===== config.mk =====
export PLATFORM = sky130hd
export DESIGN_NAME = mem_port_arbiter
export DESIGN_NICKNAME = d
export VERILOG_FILES = /design/src/rtl/mem_pkg.sv /design/src/rtl/arb_sat_counter.sv /design/src/rtl/mem_port_arbiter.sv
export SDC_FILE = /design/constraint.sdc
export NUM_CORES = 1
export LEC_CHECK = 0
export CAP_MARGIN = 20
export CORE_ASPECT_RATIO = 0.5
export CORE_MARGIN = 2
export CORE_UTILIZATION = 46
export DETAILED_ROUTE_END_ITERATION = 8
export PLACE_DENSITY = 0.95
export SKIP_CTS_REPAIR_TIMING = 1
export SLEW_MARGIN = 20
export SYNTH_ARGS = -nofsm -noshare
export SYNTH_HDL_FRONTEND = slang
export SYNTH_HIERARCHICAL = 1
export SYNTH_SLANG_ARGS = --single-unit

===== constraint.sdc =====
create_clock -name clk -period 3.2 [get_ports clk]
set_input_delay 0.64 -clock clk [delete_from_list [all_inputs] [get_ports clk]]
set_output_delay 0.64 -clock clk [all_outputs]
set_load 0.02 [all_outputs]

===== src/rtl/mem_pkg.sv =====
// mem_pkg: shared state/owner types and the all-ones byte-enable constant for the memory port arbiter.
package mem_pkg;
    typedef enum logic [1:0] {ARB_IDLE, ARB_BUSY, ARB_RESP} arb_state_t;
    typedef enum logic {OWN_F, OWN_D} arb_owner_t;
    localparam logic [127:0] BE_ALL = '1;
endpackage


===== src/rtl/arb_sat_counter.sv =====
// arb_sat_counter: clearable up-counter that saturates at a run-time limit.
//   clk, rst    clock, synchronous active-high reset
//   clk_en      advance enable; count holds while low
//   inc, clr    increment request, clear (clear wins)
//   limit       saturation value
//   count       current value
//   at_limit    count == limit
module arb_sat_counter #(
    parameter int W = 4
) (
    input  logic         clk,
    input  logic         rst,
    input  logic         clk_en,
    input  logic         inc,
    input  logic         clr,
    input  logic [W-1:0] limit,
    output logic [W-1:0] count,
    output logic         at_limit
);
    assign at_limit = count == limit;
    always_ff @(posedge clk)
        if (rst) count <= '0;
        else if (clk_en) count <= clr ? '0 : (inc && !at_limit) ? count + 1'b1 : count;
endmodule


===== src/rtl/mem_port_arbiter.sv =====
// mem_port_arbiter: shares one memory port between fetch (F) and data (D) with data priority and fetch anti-starvation.
//   clk, rst, clk_en                         clock, synchronous active-high reset, global advance enable
//   f_req/f_addr -> f_ack/f_rdata            fetch requester
//   d_req/d_we/d_be/d_addr/d_wdata -> d_ack/d_rdata   data requester
//   mem_req/mem_we/mem_be/mem_addr/mem_wdata, mem_ready/mem_rdata   memory side
//   err                                      timeout pulse (MEM_TIMEOUT_EN builds only, else 0)
// Optional feature macro: MEM_TIMEOUT_EN adds a BUSY timeout that completes the access with rdata 0 and err.
module mem_port_arbiter
    import mem_pkg::*;
#(
    parameter int AW           = 32,
    parameter int DW           = 32,
    parameter int STARVE_LIMIT = 4,
    parameter int TIMEOUT      = 255
) (
    input  logic            clk,
    input  logic            rst,
    input  logic            clk_en,
    input  logic            f_req,
    input  logic [AW-1:0]   f_addr,
    output logic            f_ack,
    output logic [DW-1:0]   f_rdata,
    input  logic            d_req,
    input  logic            d_we,
    input  logic [DW/8-1:0] d_be,
    input  logic [AW-1:0]   d_addr,
    input  logic [DW-1:0]   d_wdata,
    output logic            d_ack,
    output logic [DW-1:0]   d_rdata,
    output logic            mem_req,
    output logic            mem_we,
    output logic [DW/8-1:0] mem_be,
    output logic [AW-1:0]   mem_addr,
    output logic [DW-1:0]   mem_wdata,
    input  logic            mem_ready,
    input  logic [DW-1:0]   mem_rdata,
    output logic            err
);
    localparam int SW = $clog2(STARVE_LIMIT + 1);
    arb_state_t    state, state_n;
    arb_owner_t    owner;
    logic          we_r;
    logic          grant_d, grant_f, done, timeout;
    logic          starve_inc, starve_clr, starve_at;
    logic [SW-1:0] starve_cnt;

    // F wins only once D has been granted STARVE_LIMIT times in a row over a waiting F.
    assign grant_d    = state == ARB_IDLE && d_req && !(f_req && starve_cnt == SW'(STARVE_LIMIT));
    assign grant_f    = state == ARB_IDLE && !grant_d && f_req;
    assign done       = state == ARB_BUSY && (mem_ready || timeout);
    assign starve_inc = grant_d && f_req && !starve_at;
    assign starve_clr = grant_f || (state == ARB_IDLE && !f_req);

    arb_sat_counter #(.W(SW)) u_starve (
        .clk(clk), .rst(rst), .clk_en(clk_en), .inc(starve_inc), .clr(starve_clr),
        .limit(SW'(STARVE_LIMIT)), .count(starve_cnt), .at_limit(starve_at)
    );

`ifdef MEM_TIMEOUT_EN
    localparam int TW = $clog2(TIMEOUT + 1);
    logic [TW-1:0] tmr_cnt;
    logic          tmr_at, to_r;
    arb_sat_counter #(.W(TW)) u_timer (
        .clk(clk), .rst(rst), .clk_en(clk_en), .inc(state == ARB_BUSY && !tmr_at), .clr(state != ARB_BUSY),
        .limit(TW'(TIMEOUT)), .count(tmr_cnt), .at_limit(tmr_at)
    );
    assign timeout = state == ARB_BUSY && !mem_ready && tmr_cnt == TW'(TIMEOUT);
    always_ff @(posedge clk)
        if (rst) to_r <= 1'b0;
        else if (clk_en && done) to_r <= timeout;
    assign err = state == ARB_RESP && to_r;
`else
    assign timeout = 1'b0;
    assign err     = 1'b0;
`endif

    always_ff @(posedge clk)
        if (rst) state <= ARB_IDLE;
        else if (clk_en) state <= state_n;

    always_comb begin
        state_n = state;
        f_ack   = 1'b0;
        d_ack   = 1'b0;
        state_n = (grant_d || grant_f) ? ARB_BUSY : done ? ARB_RESP : (state == ARB_RESP) ? ARB_IDLE : state;
        f_ack   = state == ARB_RESP && owner == OWN_F;
        d_ack   = state == ARB_RESP && owner == OWN_D;
        mem_req = state == ARB_BUSY;
        mem_we  = state == ARB_BUSY && we_r;
    end

    always_ff @(posedge clk)
        if (rst) begin
            owner     <= OWN_F;
            we_r      <= 1'b0;
            mem_be    <= '0;
            mem_addr  <= '0;
            mem_wdata <= '0;
            f_rdata   <= '0;
            d_rdata   <= '0;
        end else if (clk_en) begin
            if (grant_d || grant_f) begin
                owner     <= grant_d ? OWN_D : OWN_F;
                we_r      <= grant_d && d_we;
                mem_be    <= grant_d && d_we ? d_be : BE_ALL[DW/8-1:0];
                mem_addr  <= grant_d ? d_addr : f_addr;
                mem_wdata <= grant_d ? d_wdata : '0;
            end
            if (done && owner == OWN_F) f_rdata <= timeout ? '0 : mem_rdata;
            if (done && owner == OWN_D) d_rdata <= timeout ? '0 : mem_rdata;
        end
endmodule


## Word level (Yosys, flattened, before mapping)

Cells that the tools add are included.

- Logic and storage cells: 53
- Register bits: 139
- Bits of input ports: 139

- Reduce and logical (&&, ||, !) cells: 30
- $add $sub $neg: 1
- Mux-type cells: 9
- Bitwise gates (word level): 1
- Equal/unequal tests: 3

Operators with widths:

| kind | count |
|---|---|
| 32-bit two-way mux | 2 |
| 1-bit logical AND | 16 |
| 2-bit AND reduction | 5 |
| 2-bit two-way mux | 3 |
| 3-bit two-way mux | 2 |
| 1-bit logical NOT | 4 |
| 4-bit two-way mux | 1 |
| 3-bit by 1-bit adder with 3-bit output, second input constant | 1 |
| 3-bit == test, second input constant | 1 |
| 3-bit nonzero test | 1 |
| 2-bit by 1-bit == test with 1-bit output, second input constant | 1 |
| 2-bit == test, second input constant | 1 |
| 2-bit logical NOT | 1 |
| 1-bit logical OR | 2 |
| 2-bit nonzero test | 1 |
| 1-bit two-way mux | 1 |
| 1-bit NOT | 1 |

## Logic depth before layout (Yosys ltp)

Gate-level depths: netlist (run 1).

- Word-level depth: 10
- Depth in mapped cells: 9

## By module

The synthesis (run 1) kept the hierarchy.

By module, submodules not included:

| module | cells an instance | area each (µm²) | times used |
|---|---|---|---|
| mem_port_arbiter | 724 | 6,177.2 | 1 |
| arb_sat_counter | 23 | 224.0 | 1 |

## Worst setup path after synthesis (run 1)

OpenSTA, ideal clock, no wires.

- Path type: input to register
- Start: in f_req
- End: reg u_starve.count[2]
- Data arrival time: 2.246 ns
- Setup slack: 0.823 ns
- Data required time: 3.069 ns
- Buffers on the path: 2
- Cell stages on the path: 8
- Library setup time: 0.131 ns
- Cells stage by stage: buf_4 nand4bb_1 clkbuf_1 nand3_1 nor4_1 a21oi_1 nor3b_1 o32ai_2

RTL lines:

| what | RTL line | RTL |
|---|---|---|
| start: declaration | mem_port_arbiter.sv:19 | `input logic f_req,` |
| 1-bit logical AND | mem_port_arbiter.sv:48 | `assign grant_d = state == ARB_IDLE && d_req && !(f_req && starve_cnt == SW'(STARVE_LIMIT));` |
| 1-bit logical NOT | mem_port_arbiter.sv:48 |  |
| 1-bit logical AND | mem_port_arbiter.sv:48 |  |
| 1-bit logical AND * (2 in a row) | mem_port_arbiter.sv:51 | `assign starve_inc = grant_d && f_req && !starve_at;` |
| named net starve_inc | mem_port_arbiter.sv:44 | `logic starve_inc, starve_clr, starve_at;` |
| 1-bit logical AND * | arb_sat_counter.sv:23 | `else if (clk_en) count <= clr ? '0 : (inc && !at_limit) ? count + 1'b1 : count;` |
| 2-bit nonzero test (no line) * | n/a |  |
| 2-bit AND reduction (no line) * | n/a |  |
| end signal: assignment | arb_sat_counter.sv:23 |  |
| end: declaration | arb_sat_counter.sv:17 | `output logic [W-1:0] count,` |

Mark *: on every way through the listed nets, which the timed path passes. The rest lies on a longest branch.
A chain may end at the register's enable or synchronous reset.

## Worst setup path after layout (run 1)

- Start: reg owner
- End: out d_ack

- Longest elaborated chain between the ends: 1

Ends and longest elaborated chain:

| what | RTL line | RTL |
|---|---|---|
| start: declaration | mem_port_arbiter.sv:41 | `arb_owner_t owner;` |
| start signal: assignment | mem_port_arbiter.sv:103 | `owner <= grant_d ? OWN_D : OWN_F;` |
| 1-bit logical AND | mem_port_arbiter.sv:87 | `d_ack = state == ARB_RESP && owner == OWN_D;` |
| end: declaration | mem_port_arbiter.sv:28 | `output logic d_ack,` |

No other way between the ends.

==> metrics.yaml, run 1 <==
drt:
  routed_via_density: 6.01
  num_vias: 7017
  drt_iter0_drc: 783
  routed_wl_um: 21700
  wl_per_cell_um: 18.6
  drc: 0
  antenna_left: 0
  firstDrtPassIters: 5
layout:
  fin_cells: 1168
  utilization_pct: 72.2
  finalNetCount: 1103
  layout-drive-gt1-share_pct: 10.8
  area_growth_syn_to_layout_pct: 53.3
  diodes: 0
  n_fill_cell: 967
logic_synthesis:
  ys.flop_type: "dfxtp_1"
  yosysSeqAreaShare_pct: 43.5
  synth_edf_count: 0
  syn_area_mm2: 0.00640
  synth_seq_cells: 139
  async_flop_share_pct: 0
  synth.distinct_cells: 43
  postSynthCellCount: 747
  synth.avg_cell_area_um2: 8.57
  synth_top_area_share_pct: 43.5
  synth_area_leaders: "dfxtp_1 43%, a21oi_1 10%, o21ai_0 7.7%"
  yosysTopAreaCell: "dfxtp_1"
  synth_warnings: 6
worst_hold_path:
  min_path_type: "reg -> reg"
flow_run:
  cap_violations: 0
place:
  dpl_worst_slack_ps: 415
  gp_congestion: 0.871
  hpwl_um: 14200
  portBuffers: 274
  dp_cells: 1136
worst_setup_path:
  cp.arrival_ps: 2190
  start_kind: "flop"
  worstPathRequired_ps: 2560
  slowest_delay_ps: 660
  endpoint_kind: "output pin"
  path_class: "reg -> out"
  rrSetupSlack_ps: 980
  path_buf_inv: 2
  crit_chain: "clkinv_1 > nor3b_1 > clkdlybuf4s50_1"
  crit_slowest_cell: "clkdlybuf4s50_1"
  cpLargestDelayFamily: "buffers and inverters"
  cp_max_fo: 27
sta:
  hold_violations: 0
  setup_viol: 0
  drv_slew: 0
  setup_slack_ps: 370
  max_freq_mhz: 353
  relSlewSlack_pct: 55.9
  clock_skew_ps: 11.1
  finalCritPeriodShare_pct: 88.4
  min_period_ps: 2830
  worst_pin_slew_ps: 662
  rsz0062_at_grt: "no"
  setup-tns-final_ps: 0
grt:
  grt_pass1_wl_um: 33400
  grt_overflow: 0
  grtUsageTotal_pct: 27.9
  antenna_found_initial: 0
  grt_pass1_vias: 6688
  grt_max_degree: 68
floorplanning:
  io_pins: 276
  die_x_um: 171
  die-area_mm2: 0.0149
  die_y_um: 87.4
  initial_core_util_pct: 47.1
  rows: 30
  core_mm2: 0.0136
clocking:
  cts-root-buf: "clkbuf_16"
  cts_tree: "done"
  clock_sinks: 139
  insertion_delay_ps: 410
  clk_path_buf_depth: 2
  cts_buffers: 17
  path_clk_slew_ps: 60
  cts_htree_levels: 4
power:
  total_power_uw: 4880
  p_leak_uw: 0.00318
  ir_drop_mv: 0.385
  p_per_area_mw_per_mm2: 498
outcome:
  status: "completed"
-- final cells by class --
type	count	area [µm²]	share of cell area, %
Clock inverter	13	190	1.94
Timing Repair Buffer	295	2930	29.9
Tap cell	192	240	2.45
Multi-Input combinational cell	505	3200	32.7
Clock buffer	19	443	4.51
Inverter	5	18.8	0.191
Sequential cell	139	2780	28.4
-- synth_stat cells, types with 12 or more instances --
cell / instances
clkbuf_1: 77
a21oi_1: 134
dfxtp_1: 139
a2111oi_2: 30
nand4_1: 33
nor3_1: 33
o21ai_0: 99
o21bai_1: 32
buf_2: 12
nand3_1: 66
nor4_1: 28
-- tightest hold or removal path, stage by stage (launching register included) --
cell and delay (ps):
dfxtp_1 310, o21ai_0 60, a21oi_1 60
-- kinds of logic (layout without fill, tap and decap cells) --
| group | count (synthesis) | in the layout | share of synthesized area [%] |
|---|---|---|---|
| buffers and inverters | 106 | 332 | 7.15 |
| other | 2 | 5 | 0.117 |
| adders and majority gates | 1 | 1 | 0.195 |
| DFF | 139 | 139 | 43.5 |
| AOI/OAI and AO/OA | 304 | 304 | 30.5 |
| and+or+nand+nor | 191 | 191 | 18.0 |
| muxes | 1 | 1 | 0.156 |
| xor gates and xnor gates | 3 | 3 | 0.411 |
-- cell usage in the layout, fill, tap and decap left out, drive strengths merged, types with 2 or more instances in the layout --
| cell | netlist | layout |
|---|---|---|
| or3b | 2 | 2 |
| clkinvlp | 0 | 4 |
| buf | 24 | 23 |
| nor3 | 34 | 34 |
| nor2 | 4 | 4 |
| clkdlybuf4s50 | 0 | 272 |
| nand3 | 66 | 66 |
| nand4b | 2 | 2 |
| dfxtp | 139 | 139 |
| o21ai | 99 | 99 |
| nand4 | 33 | 33 |
| nand2b | 2 | 2 |
| nor3b | 5 | 5 |
| o21bai | 32 | 32 |
| xor2 | 3 | 3 |
| a2111oi | 32 | 32 |
| bufinv | 0 | 4 |
| inv | 5 | 7 |
| clkbuf | 77 | 19 |
| clkinv | 0 | 3 |
| conb | 2 | 5 |
| nor4 | 33 | 33 |
| nand2 | 2 | 2 |
| nor2b | 2 | 2 |
| a21oi | 134 | 134 |
| o221a | 4 | 4 |
-- sequential cells by signal, indices dropped and copies added, names as in the netlist --
| register | count |
|---|---|
| d_rdata | 32 |
| f_rdata | 32 |
| mem_addr | 32 |
| mem_be | 4 |
| mem_wdata | 32 |
| owner | 1 |
| state | 2 |
| u_starve/count | 3 |
| we_r | 1 |
-- worst paths after layout --
| path | start | to | cells after the start |
|---|---|---|---|
| max reg2reg | state[1] | mem_addr[31] | 4 |
| min | mem_wdata[22] | mem_wdata[22] | 2 |
| min reg2reg | mem_wdata[22] | mem_wdata[22] | 2 |
| max | owner | d_ack | 3 |
-- power by group --
| group | switching, µW | internal, µW |
|---|---|---|
| sequential | 57.7 | 1810 |
| combinational | 476 | 422 |
| clock | 784 | 1330 |
-- layer usage --
| metal | track usage, % | vias up | wire [µm] |
|---|---|---|---|
| met4 | 14.5 | 0 | 947 |
| met3 | 6.22 | 88 | 1560 |
| met5 | 0 | - | 0 |
| met2 | 48.8 | 380 | 10800 |
| li1 | - | 3235 | - |
| met1 | 32.6 | 3314 | 8400 |
-- stage by stage --
stage	hold slack [ps]	instance area, µm²
after floorplan	449	6410
after global placement	457	9180
after detailed placement	466	9180
after CTS	474	9810
after global routing	485	9810
final	472	9810
Note: power is estimated with default switching activity, not from simulation.
==> inputs of run 2 (changes only) <==
Settings changed: CORE_MARGIN 2 to unset, SKIP_CTS_REPAIR_TIMING 1 to unset.
==> run 2 against run 1 <==
  * Design area grew 0.20%
  * Die area decreased by 3.4%
  * Non-clock buffer count fell by 1
  * First-iteration DRC count down 6.5%
  * Clock-buffer cell count fell by 1
  * Clock skew up 3.6 ps
  * Wire length fell by 4.5%
  * Core utilization increased by 0.35 points
  * Clock power increased by 2%
  * Critical path depth is the same
  * Highest routed layer unchanged
==> metrics.yaml, run 2 (same netlist as run 1, synthesis figures left out) <==
grt:
  grt_pass1_vias: 6640
  grtUsageTotal_pct: 28.5
  grt_pass1_wl_um: 33200
  antenna_found_initial: 0
  grt_max_degree: 100
  grt_overflow: 0
clocking:
  cts-root-buf: "clkbuf_16"
  clk_path_buf_depth: 2
  postCtsSetupBuffers: 0
  path_clk_slew_ps: 60
  clock_sinks: 139
  cts_tree: "done"
  holdBufCountCts: 0
  insertion_delay_ps: 410
  cts_htree_levels: 4
  cts_buffers: 17
  post_cts_resized: 0
power:
  p_per_area_mw_per_mm2: 501
  power_frac_clock_pct: 44.0
  p_leak_uw: 0.00319
  combPwrFrac_pct: 18.1
  ir_drop_mv: 0.470
  p_int_uw: 3620
  swShare_pct: 26.4
  p_sw_uw: 1300
  power_frac_seq_pct: 37.9
worst_setup_path:
  reg2reg_from: "state[1]"
  rr_worst_depth: 4
  worstPathRequired_ps: 2560
  start_kind: "flop"
  startpoint: "owner"
  reg2reg_to: "mem_addr[2]"
  crit_end: "d_ack"
  cp_max_fo: 27
  endpoint_kind: "output pin"
  path_class: "reg -> out"
  cp.arrival_ps: 2090
  rrSetupSlack_ps: 1060
sta:
  setup_viol: 0
  setup-tns-final_ps: 0
  min_period_ps: 2730
  hold_slack_ps: 471
  max_freq_mhz: 366
  worst_pin_slew_ps: 650
  clock_skew_ps: 14.7
  drv_slew: 0
  hold_violations: 0
  rsz0062_at_grt: "no"
  relSlewSlack_pct: 56.6
  finalCritPeriodShare_pct: 85.3
flow_run:
  cap_violations: 0
layout:
  n_fill_cell: 990
  finalNetCount: 1102
  area_growth_syn_to_layout_pct: 53.6
  multi_input_area_mm2: 0.00320
  layout-drive-gt1-share_pct: 10.7
  utilization_pct: 72.5
  most-common-layout-cells: "272 x clkdlybuf4s50_1, 138 x dfxtp_1, 134 x a21oi_1, 99 x o21ai_0, 66 x nand3_1"
  regArea_mm2: 0.00278
  diodes: 0
  final_common_cell: "clkdlybuf4s50_1"
place:
  portBuffers: 274
  hpwl_um: 13600
  gp_congestion: 0.853
floorplanning:
  die_y_um: 85.4
  initial_core_util_pct: 47.2
  die_x_um: 169
  die-area_mm2: 0.0144
  core_mm2: 0.0136
  rows: 30
  io_pins: 276
drt:
  firstDrtPassIters: 5
  antenna_left: 0
  wl_per_cell_um: 17.8
  num_vias: 7015
  routed_via_density: 6.01
  drt_iter0_drc: 732
  drc: 0
  routed_wl_um: 20700
worst_hold_path:
  min_path_type: "reg -> reg"
outcome:
  status: "completed"
-- run 2: changes by cell type in the layout (fill, tap and decap cells not counted) --
| cell | change |
|---|---|
| clkbuf_8 | -1 |
| clkinvlp_4 | -2 |
| clkinv_2 | +1 |
| bufinv_16 | +1 |
| clkinv_4 | +2 |
| buf_12 | +1 |
| buf_4 | -2 |
| inv_6 | -1 |
-- run 2: area by class of cell --
| cell class | count | area share, % |
|---|---|---|
| clock inverters | 14 | 2.23 |
| flip-flops and latches | 139 | 28.3 |
| well taps | 192 | 2.44 |
| multi-input cells | 505 | 32.6 |
| clock buffers | 18 | 4.37 |
| inverters | 5 | 0.191 |
| repair buffers | 294 | 29.9 |
-- run 2: power by group through the flow --
stage | clock network, µW | logic, µW | registers, µW
after global routing | 2260 | 945 | 1870
after detailed placement | 0 | 874 | 1900
after floorplan | 0 | 393 | 1970
final | 2160 | 890 | 1870
after global placement | 0 | 851 | 1900
after CTS | 2180 | 880 | 1870
-- run 2: worst min path at each step --
| stage | slack (ps) | cells past startpoint | from | end |
|---|---|---|---|---|
| detailed placement | 460 | 2 | mem_wdata[28] | mem_wdata[28] |
| global placement | 460 | 2 | mem_wdata[3] | mem_wdata[3] |
| global route | 490 | 2 | d_rdata[24] | d_rdata[24] |
| floorplan | 450 | 2 | we_r | we_r |
| CTS | 470 | 2 | mem_wdata[28] | mem_wdata[28] |
| finish | 470 | 2 | mem_wdata[28] | mem_wdata[28] |
-- run 2: routing by layer --
| layer | vias up | track usage (%) | wire length [µm] |
|---|---|---|---|
| met4 | 0 | 14.7 | 808 |
| met5 | - | 0 | 0 |
| met2 | 335 | 49.9 | 10400 |
| met1 | 3368 | 33.8 | 8230 |
| li1 | 3237 | - | - |
| met3 | 75 | 5.08 | 1270 |
-- run 2: metrics by stage --
stage,cell area (µm²),total power (µW),setup slack [ps],instances
detailed placement,9160,2780,438,1134
global placement,9160,2750,536,1134
finish,9830,4920,469,1167
global route,9830,5080,327,1167
CTS,9810,4930,431,1166
floorplan,6410,2370,823,750
-- run 2: worst max-delay path, stage by stage (launching register included) --
cell,delay [ps]
dfxtp_2,630
clkinv_1,170
nor3b_1,230
clkdlybuf4s50_1,650
==> inputs of run 3 (changes only) <==
Settings changed: CORE_UTILIZATION 46 to 43, CTS_CLUSTER_SIZE set to 24, PLACE_DENSITY 0.95 to 0.91.
Clock period 3.2 ns to 3 ns, I/O delays scaled along.
==> run 3 against run 2 <==
  * Hold slack worse by 2.0 ps
  * Clock skew decreased by 2.3 ps
  * Core utilization down 5.0 points
  * Wire length is 2.1% higher
  * First-iteration DRC count down 31%
  * Clock-buffer cell count grew 1
  * Highest routed layer unchanged
  * Die area increased by 6.9%
  * Combinational power increased by 7.9%
  * Sequential cell count is the same
  * Global-route usage down 2.6 points
  * Register-to-register slack worse by 150 ps
  * Critical path depth is the same
==> metrics.yaml, run 3 (same netlist as run 1, synthesis figures left out) <==
worst_setup_path:
  rrSetupSlack_ps: 910
  rr_worst_depth: 4
  reg2reg_from: "u_starve/count[0]"
  cp.arrival_ps: 1930
  endpoint_kind: "output pin"
  reg2reg_to: "mem_addr[31]"
  start_kind: "flop"
  cp_max_fo: 12
  worstPathRequired_ps: 2400
  path_class: "reg -> out"
clocking:
  clk_path_buf_depth: 2
  postCtsSetupBuffers: 0
  path_clk_slew_ps: 60
  cts_buffers: 17
  cts_htree_levels: 4
  holdBufCountCts: 0
  cts_tree: "done"
  insertion_delay_ps: 400
  post_cts_resized: 0
  cts-root-buf: "clkbuf_16"
  clock_sinks: 139
layout:
  finalNetCount: 1104
  layout-drive-gt1-share_pct: 10.8
  most-common-layout-cells: "272 x clkdlybuf4s50_1, 138 x dfxtp_1, 134 x a21oi_1, 99 x o21ai_0, 66 x nand3_1"
  area_growth_syn_to_layout_pct: 53.1
  final_common_cell: "clkdlybuf4s50_1"
  regArea_mm2: 0.00278
  n_fill_cell: 1094
  diodes: 0
  multi_input_area_mm2: 0.00320
sta:
  relSlewSlack_pct: 55.0
  min_period_ps: 2530
  finalCritPeriodShare_pct: 84.2
  max_freq_mhz: 396
  rsz0062_at_grt: "no"
  clock_skew_ps: 12.4
  drv_slew: 0
  hold_violations: 0
  setup-tns-final_ps: 0
  hold_slack_ps: 469
  worst_pin_slew_ps: 675
  setup_viol: 0
drt:
  firstDrtPassIters: 5
  drc: 0
  num_vias: 6984
  routed_wl_um: 21100
  wl_per_cell_um: 18.0
  routed_via_density: 5.94
  drt_iter0_drc: 506
  antenna_left: 0
worst_hold_path:
  holdPathStages: 2
  hold_path_end: "mem_wdata[3]"
  hold_path.startpoint: "mem_wdata[3]"
  min_path_type: "reg -> reg"
power:
  combPwrFrac_pct: 19.1
  power_frac_clock_pct: 41.3
  p_int_uw: 3640
  p_sw_uw: 1380
  p_leak_uw: 0.00317
  swShare_pct: 27.5
  ir_drop_mv: 0.444
  power_frac_seq_pct: 39.5
  p_per_area_mw_per_mm2: 512
outcome:
  status: "completed"
grt:
  grt_pass1_wl_um: 32400
  grt_overflow: 0
  antenna_found_initial: 0
  grt_max_degree: 100
  grt_pass1_vias: 6477
  grtUsageTotal_pct: 25.9
floorplanning:
  die_x_um: 175
  die-area_mm2: 0.0154
  core_mm2: 0.0145
  die_y_um: 88.3
  io_pins: 276
  rows: 31
  initial_core_util_pct: 44.1
flow_run:
  cap_violations: 0
place:
  portBuffers: 274
  gp_congestion: 0.831
  hpwl_um: 13900
run 3: cell count changes in the layout (fill, tap and decap cells not counted):
cell,change
clkinv_4,-2
clkbuf_8,+1
buf_4,+1
inv_6,+1
clkinvlp_4,+3
bufinv_16,-3
buf_12,+1
run 3: final cells by class:
type                    instances  share of cell area [%]
clock buffers                  19                    4.52
repair buffers                296                    30.2
flip-flops and latches        139                    28.4
clock inverters                13                    1.46
inverters                       5                   0.191
multi-input cells             505                    32.7
well taps                     198                    2.53
run 3: per-stage QoR:
| step | power, µW | util [%] | cells | worst slack, ps | instance area [µm²] |
|---|---|---|---|---|---|
| CTS | 5040 | 67.4 | 1174 | 462 | 9780 |
| floorplan | 2520 | - | 750 | 663 | 6410 |
| finish | 5020 | 67.6 | 1175 | 475 | 9800 |
| global placement | 2940 | 63.4 | 1142 | 318 | 9200 |
| global route | 5210 | 67.6 | 1175 | 371 | 9800 |
| detailed placement | 2960 | 63.4 | 1142 | 198 | 9200 |
run 3: worst max-delay path by stage:
stage / from / to / slack [ps]
after global routing: state[0] / mem_we / 370
after CTS: state[0] / mem_we / 460
after global placement: f_req / mem_addr[31] / 320
after floorplan: f_req / u_starve/count[2] / 660
final: state[0] / mem_we / 470
after detailed placement: f_req / mem_addr[29] / 200
run 3: worst max-delay path, stage by stage, from the launching register on:
cell and delay [ps]:
dfxtp_1 580, nor2b_1 220, and2_1 140, clkdlybuf4s50_1 590
run 3: metal layers:
metal / wire (µm) / vias up / GRT usage (%)
met5: 0 / - / 0
met2: 10300 / 393 / 44.4
met1: 8390 / 3276 / 31.0
met4: 913 / 0 / 14.5
met3: 1550 / 82 / 5.63
li1: - / 3233 / -
run 3: power groups by stage:
| stage | registers (µW) | clock network (µW) | logic [µW] |
|---|---|---|---|
| after floorplan | 2100 | 0 | 420 |
| after global placement | 2020 | 0 | 922 |
| after detailed placement | 2020 | 0 | 943 |
| after CTS | 1980 | 2110 | 947 |
| after global routing | 1990 | 2210 | 1020 |
| final | 1980 | 2070 | 960 |
